### src/rtl/pc_redirect_ctrl.sv
// Fetch PC owner: commits branch/JAL/JALR redirects and sequences the wrong-path flush window.
// Latency: accepted redirect updates pc and raises flush one edge later; misalign is a registered pulse.
// Backpressure: stall freezes pc and the flush count; a redirect accepted under stall waits in HOLD.
// Optional macro BRANCH_STATS_EN adds the saturating redir_count output.
module pc_redirect_ctrl #(
    parameter logic [31:0] RESET_PC    = 32'h0000_0000,
    parameter int unsigned FLUSH_DEPTH = 2
) (
    input  logic        clk,
    input  logic        rst,
    input  logic [1:0]  redir_sel,
    input  logic        redir_req,
    input  logic [31:0] branch_tgt,
    input  logic [31:0] jal_tgt,
    input  logic [31:0] jalr_tgt,
    input  logic        stall,
    output logic [31:0] pc,
    output logic        flush,
    output logic        busy,
`ifdef BRANCH_STATS_EN
    output logic [31:0] redir_count,
`endif
    output logic        misalign
);

    typedef enum logic [1:0] {IDLE, HOLD, FLUSH} state_t;

    localparam logic [1:0] DEPTH = 2'(FLUSH_DEPTH);

    state_t      state, state_nxt;
    logic [1:0]  cnt, cnt_nxt;
    logic [31:0] pend, pend_nxt;
    logic [31:0] pc_nxt;
    logic [31:0] tgt;
    logic [31:0] pc_seq;
    logic        req_vld;
    logic        accept;

    always_comb begin
        tgt = 32'h0;
        case (redir_sel)
            2'b01:   tgt = branch_tgt;
            2'b10:   tgt = jal_tgt;
            2'b11:   tgt = jalr_tgt & ~32'h1;
            default: tgt = 32'h0;
        endcase
    end

    // Only IDLE listens; anything seen in HOLD/FLUSH is from the wrong path.
    assign req_vld = (state == IDLE) && redir_req && (redir_sel != 2'b00);
    assign accept  = req_vld && !tgt[1];
    assign pc_seq  = pc + 32'd4;

    always_comb begin
        state_nxt = state;
        pc_nxt    = pc;
        cnt_nxt   = cnt;
        pend_nxt  = pend;
        case (state)
            IDLE: begin
                if (accept) begin
                    if (stall) begin
                        pend_nxt  = tgt;
                        state_nxt = HOLD;
                    end else begin
                        pc_nxt    = tgt;
                        cnt_nxt   = DEPTH;
                        state_nxt = FLUSH;
                    end
                end else if (!stall) begin
                    pc_nxt = pc_seq;
                end
            end
            HOLD: begin
                if (!stall) begin
                    pc_nxt    = pend;
                    cnt_nxt   = DEPTH;
                    state_nxt = FLUSH;
                end
            end
            FLUSH: begin
                if (!stall) begin
                    pc_nxt  = pc_seq;
                    cnt_nxt = cnt - 2'd1;
                    if (cnt == 2'd1) begin
                        state_nxt = IDLE;
                    end
                end
            end
            default: state_nxt = IDLE;
        endcase
    end

    always_ff @(posedge clk or posedge rst) begin
        if (rst) begin
            state    <= IDLE;
            pc       <= RESET_PC;
            cnt      <= 2'd0;
            pend     <= 32'h0;
            flush    <= 1'b0;
            busy     <= 1'b0;
            misalign <= 1'b0;
        end else begin
            state    <= state_nxt;
            pc       <= pc_nxt;
            cnt      <= cnt_nxt;
            pend     <= pend_nxt;
            flush    <= (state_nxt != IDLE);
            busy     <= (state_nxt != IDLE);
            misalign <= req_vld && tgt[1];
        end
    end

`ifdef BRANCH_STATS_EN
    always_ff @(posedge clk or posedge rst) begin
        if (rst) begin
            redir_count <= 32'h0;
        end else if (accept && (redir_count != 32'hFFFF_FFFF)) begin
            redir_count <= redir_count + 32'd1;
        end
    end
`endif

endmodule

### config.mk
export PLATFORM = sky130hd
export DESIGN_NAME = pc_redirect_ctrl
export DESIGN_NICKNAME = d
export VERILOG_FILES = /design/src/rtl/pc_redirect_ctrl.sv
export SDC_FILE = /design/constraint.sdc
export NUM_CORES = 1
export LEC_CHECK = 0
export BUFFER_PORTS_ARGS = -buffer_cell sky130_fd_sc_hd__buf_4
export CORE_MARGIN = 1.5
export CORE_UTILIZATION = 48
export DETAILED_ROUTE_END_ITERATION = 6
export PLACE_DENSITY = 0.78
export SYNTH_ARGS = -nofsm -noshare
export SYNTH_HDL_FRONTEND = slang
export SYNTH_SLANG_ARGS = --single-unit
### constraint.sdc
create_clock -name clk -period 2.2 [get_ports clk]
set_input_delay 0.44 -clock clk [delete_from_list [all_inputs] [get_ports clk]]
set_output_delay 0.44 -clock clk [all_outputs]
set_load 0.005 [all_outputs]
# Word level (Yosys, flattened, before mapping)
# Index checks and enable logic that the tools add are counted.
word_totals:
  elab_cells: 46
  register_bits: 70
  output_inout_bits: 35
op_classes:
  n_mux: 16
  n_reduce_logical: 12
  add_sub_neg: 2
  n_eq_ne: 10
ops:
  columns: ["op", "count"]
  rows:
  - ["$pmux W32 S3", 2]
  - ["$mux W32", 4]
  - ["$add A32 B3 Y32 const B", 1]
  - ["$mux W2", 8]
  - ["$pmux W2 S3", 2]
  - ["$reduce_and A3 Y1", 3]
  - ["$eq A2 B1 Y1 const B", 3]
  - ["$eq A2 B2 Y1 const B", 3]
  - ["$ne A2 B2 Y1 const B", 3]
  - ["$logic_and A1 B1 Y1", 4]
  - ["$reduce_bool A2 Y1", 2]
  - ["$ne A3 B3 Y1 const B", 1]
  - ["$reduce_bool A3 Y1", 1]
  - ["$logic_not A2 Y1", 1]
  - ["$sub A2 B1 Y2 const B", 1]
  - ["$logic_not A1 Y1", 1]

# Logic depth before layout (Yosys ltp)
logic_depth:
  ltp_word: 7
  ltp_mapped: 8

# Least setup slack after synthesis
# OpenSTA, ideal clock, no wires.
synth_timing:
  path_kind: "register to register"
  startpoint: "register state[1]"
  endpoint: "register pc[5]"
  setup_slack_ps: 147
  setup_ps: 128
  synth_period_minus_slack_ps: 2053
  path_buffers: 1
  path_stages_with_launch: 9
  t_arrival_ps: 1925
  path_cell_list: "dfrtp_1 -> inv_1 -> ha_1 -> nand4bb_1 -> o221ai_2 -> clkbuf_1 -> nor3_1 -> a221oi_1 -> o22ai_1"
synth_via:
  elab_chain_cells: 6
  word_cells_on_any_way: 12
  classes_between: "4 x eq/ne; 2 x mux; 6 x reduce/logical"
synth_rtl:
  columns: ["element", "line_no", "text"]
  rows:
  - ["start, declared", "30", "state_t state, state_nxt;"]
  - ["start signal, assigned", "104", "state <= state_nxt;"]
  - ["$logic_not A2 Y1", "50, 59", null]
  - ["$logic_and A1 B1 Y1 (2 in a row)", "50", "assign req_vld = (state == IDLE) && redir_req && (redir_sel != 2'b00);"]
  - ["$logic_and A1 B1 Y1", "51", "assign accept = req_vld && !tgt[1];"]
  - ["$ne A3 B3 Y1 (no source line) / $mux W32 (equally long branches)", null, null]
  - ["$reduce_and A3 Y1 (no source line) / $pmux W32 S3 (equally long branches)", null, null]
  - ["end signal, assigned", "105", "pc <= pc_nxt;"]
  - ["end, declared", "17", "output logic [31:0] pc,"]
# Several ways; a longest one is shown, not always the timed one.
# A chain may end at the register's enable or synchronous reset.

# Worst setup path in the final report
layout_timing:
  startpoint: "register state[1]"
  endpoint: "register pc[14]"
# The elaborated chain is that of the path after synthesis.

==> key figures <==
Run status
  – Status: finished clean

Critical path
  – Slowest-stage cell, CP: dfrtp_1
  – CP bufs+invs: 4
  – WP data arrival: 2.31 ns
  – CP endpoint kind: register
  – Worst Setup Path Type: reg2reg
  – Cells along the critical path: inv_2, ha_4, nand4bb_4, buf_4, o221ai_4, buf_12, clkbuf_16, nor4_1, a221oi_1, o21ai_1
  – Worst Path Max Fanout: 5
  – WP data required: 2.43 ns
  – Worst path max stage delay: 0.40 ns
  – Startpoint types: register
  – Top delay family on crit path: buffers and inverters

CTS
  – CTS clk-pin slew, worst paths: 0.08 ns
  – CTS buffer count: 9
  – CTS tree: built
  – CTS root buf: clkbuf_8
  – Deepest clock path buffer count: 2
  – H-tree lvl count: 3
  – Clock sinks: 70
  – Later-pin clock latency in the skew report: 0.35 ns

Synthesis
  – Async SR Flop Fraction: 100%
  – Syn_area_per_cell: 9.77 um2
  – Cells after Synth: 475
  – Seq/Total Area, Yosys: 37.8%
  – Syn_nets: 583
  – Main synth FF type: dfrtp_1
  – Distinct cell type count after synthesis: 59
  – Yosys reg bits: 70
  – Post-synth EDFFs: 0
  – Synth Cell Area: 4640 um2
  – Synth warn: 0

Power and ir drop
  – Leakage: 2.81 nW
  – Pwr Total: 6.66 mW
  – Pwr per Cell Area: 1050 nW/um2
  – Max VDD drop: 0.423 mV

Detailed routing
  – Drt first pass iters: 5
  – Initial DRC count: 385
  – Routed wire length: 14200 um
  – Average routed wire per standard cell: 18.9 um
  – Via count: 4696
  – Via density: 6.24
  – Antenna viol nets, final: 0
  – DRC viols: 0

Timing
  – RSZ-0062 raised after global routing: false
  – Crit path time final: 2.08 ns
  – Final Hold Fails: 0
  – Slew @ Worst Pin: 1.25 ns
  – Tcrit/Tclk final: 94.7%
  – Slew Viols, Final: 0
  – Fmax: 480 MHz
  – Slew margin rel.: 16.2%
  – Final setup violating endpoints: 0
  – Clock Skews: 0.0110 ns

Global routing
  – Number of global-route vias before repair: 4553
  – Initial antenna violation count: 0
  – GRT Residual Overflow: 0
  – First-pass GRT wire length: 22100 um
  – Tot GR Track Use: 27.3%
  – Largest net degree at the start of global routing: 71

Floorplan
  – Core outline area: 9280 um2
  – Die Area: 10300 um2
  – Ports: 137
  – Die Wd: 101 um
  – # rows: 35
  – Initial core utilization: 50.0%
  – Die H: 101 um

Layout
  – Most used cells in the layout excluding fill and tap cells: buf_4 (159), dfrtp_1 (70), mux2_2 (55)
  – Fraction of layout cells with a size suffix above 1: 42.1%
  – Area Growth Syn to Fin: 36.5%
  – Fin cells: 753
  – Ant. Diodes: 0
  – Commonest non-fill, non-tap cell in the layout: buf_4
  – Total Nets Final: 727

Placed design
  – Routability-driven placement congestion ratio: 0.898
  – Placed Cells incl. Taps: 730
  – I/O Buffers: 135
  – Final HPWL DP: 9780 um

Worst hold path
  – Worst Hold Class: in2async

Run
  – MaxCap Viol Count: 0
## per-layer routing
metal	share of wire, %	vias up	track usage [%]
met5	0	-	0
met1	42	2284	37.1
li1	-	2131	-
met2	48	250	44.1
met4	2.5	0	11.8
met3	7.6	31	3.52
## registers in the layout, summed over array words and instances (netlist names)
name      flops
cnt           2
pend         32
state         2
misalign      1
busy          1
pc           32
## where the power goes
group	internal, mW	switching [mW]	total, mW
Clock	0.665	0.517	1.18
Combinational	1.67	1.49	3.16
Sequential	1.81	0.512	2.32
Total	4.14	2.52	6.66
## Yosys cell counts, types with 3 or more instances
master | instances | area share [%]
a21oi_1 | 26 | 2.8
a221oi_1 | 9 | 1.7
a22o_1 | 33 | 6.2
a22oi_1 | 17 | 2.8
a31oi_1 | 9 | 1.2
a41oi_1 | 5 | 0.94
buf_2 | 16 | 1.7
clkbuf_1 | 19 | 1.5
dfrtp_1 | 70 | 38
ha_1 | 6 | 1.6
inv_1 | 19 | 1.5
mux2_2 | 55 | 13
mux2i_1 | 5 | 1.1
nand2_1 | 19 | 1.5
nand3_1 | 7 | 0.76
nand4_1 | 7 | 0.94
nand4b_1 | 4 | 0.76
nor2_1 | 26 | 2.1
nor2b_1 | 3 | 0.40
nor3_1 | 9 | 0.97
nor4_1 | 4 | 0.54
o21a_1 | 3 | 0.49
o21ai_0 | 33 | 3.6
o21ai_1 | 6 | 0.65
o22ai_1 | 10 | 1.3
o31a_1 | 9 | 1.7
o41a_1 | 3 | 0.73
## cell families (layout without fill, tap and decap cells)
group | count (synthesis) | in the layout | synth area share (%)
AO/OA/AOI/OAI | 176 | 176 | 26.7
adder cells (fa/ha/maj) | 6 | 6 | 1.62
buffers and inverters | 56 | 205 | 5.21
flip-flops | 70 | 70 | 37.8
multiplexers | 63 | 63 | 15.3
AND/OR/NAND/NOR | 104 | 104 | 13.4
## path summary, 6_finish.rpt
kind,slack [ns],endpoint,startpoint,cells past startpoint
max reg2reg,0.12,pc[14],state[1],10
max in group asynchronous,1.68,pend[14],rst,3
min,0.15,pc[20],rst,3
min in group clk,0.36,misalign,branch_tgt[1],3
max,0.12,pc[14],state[1],10
min reg2reg,0.51,pend[23],pend[23],1
## layout make-up
cell class / count / area, um2
clock buffer: 10 / 138
inverter: 19 / 75.1
tap: 129 / 161
fill: 729 / 2950
clock inverter: 6 / 85.1
multi-input combinational: 349 / 2700
sequential: 70 / 1750
timing repair buffer: 170 / 1420
## through the flow
stage                     TNS, ns  instance area, um2  worst slack, ns  util (%)  hold WS (ns)
final                           0                6330            0.117      68.2         0.153
after global routing            0                6330           0.0251      68.2         0.208
after CTS                       0                6170          0.00694      66.5         0.197
after detailed placement    -4.73                5950           -0.273      64.0         0.485
after global placement      -4.27                5950           -0.270      64.0         0.475
after floorplan                 0                4640            0.147         -         0.459
## worst reg2reg max path, delay by kind of cell, from the launching register on
family	cells	cell delay (ns)
compound gates	3	0.53
fa+ha+maj	1	0.21
buf+inv	4	0.55
flops	1	0.40
simple gates	2	0.26
## what timing repair did
item                       CTS  global route
gates cloned                 0             3
hold buffers                 0             0
gates resized for setup      1            12
setup buffers                0             4
pin swaps                    0             4
setup endpoints to repair   11            30
No activity file was read; power rests on OpenSTA's default activity.
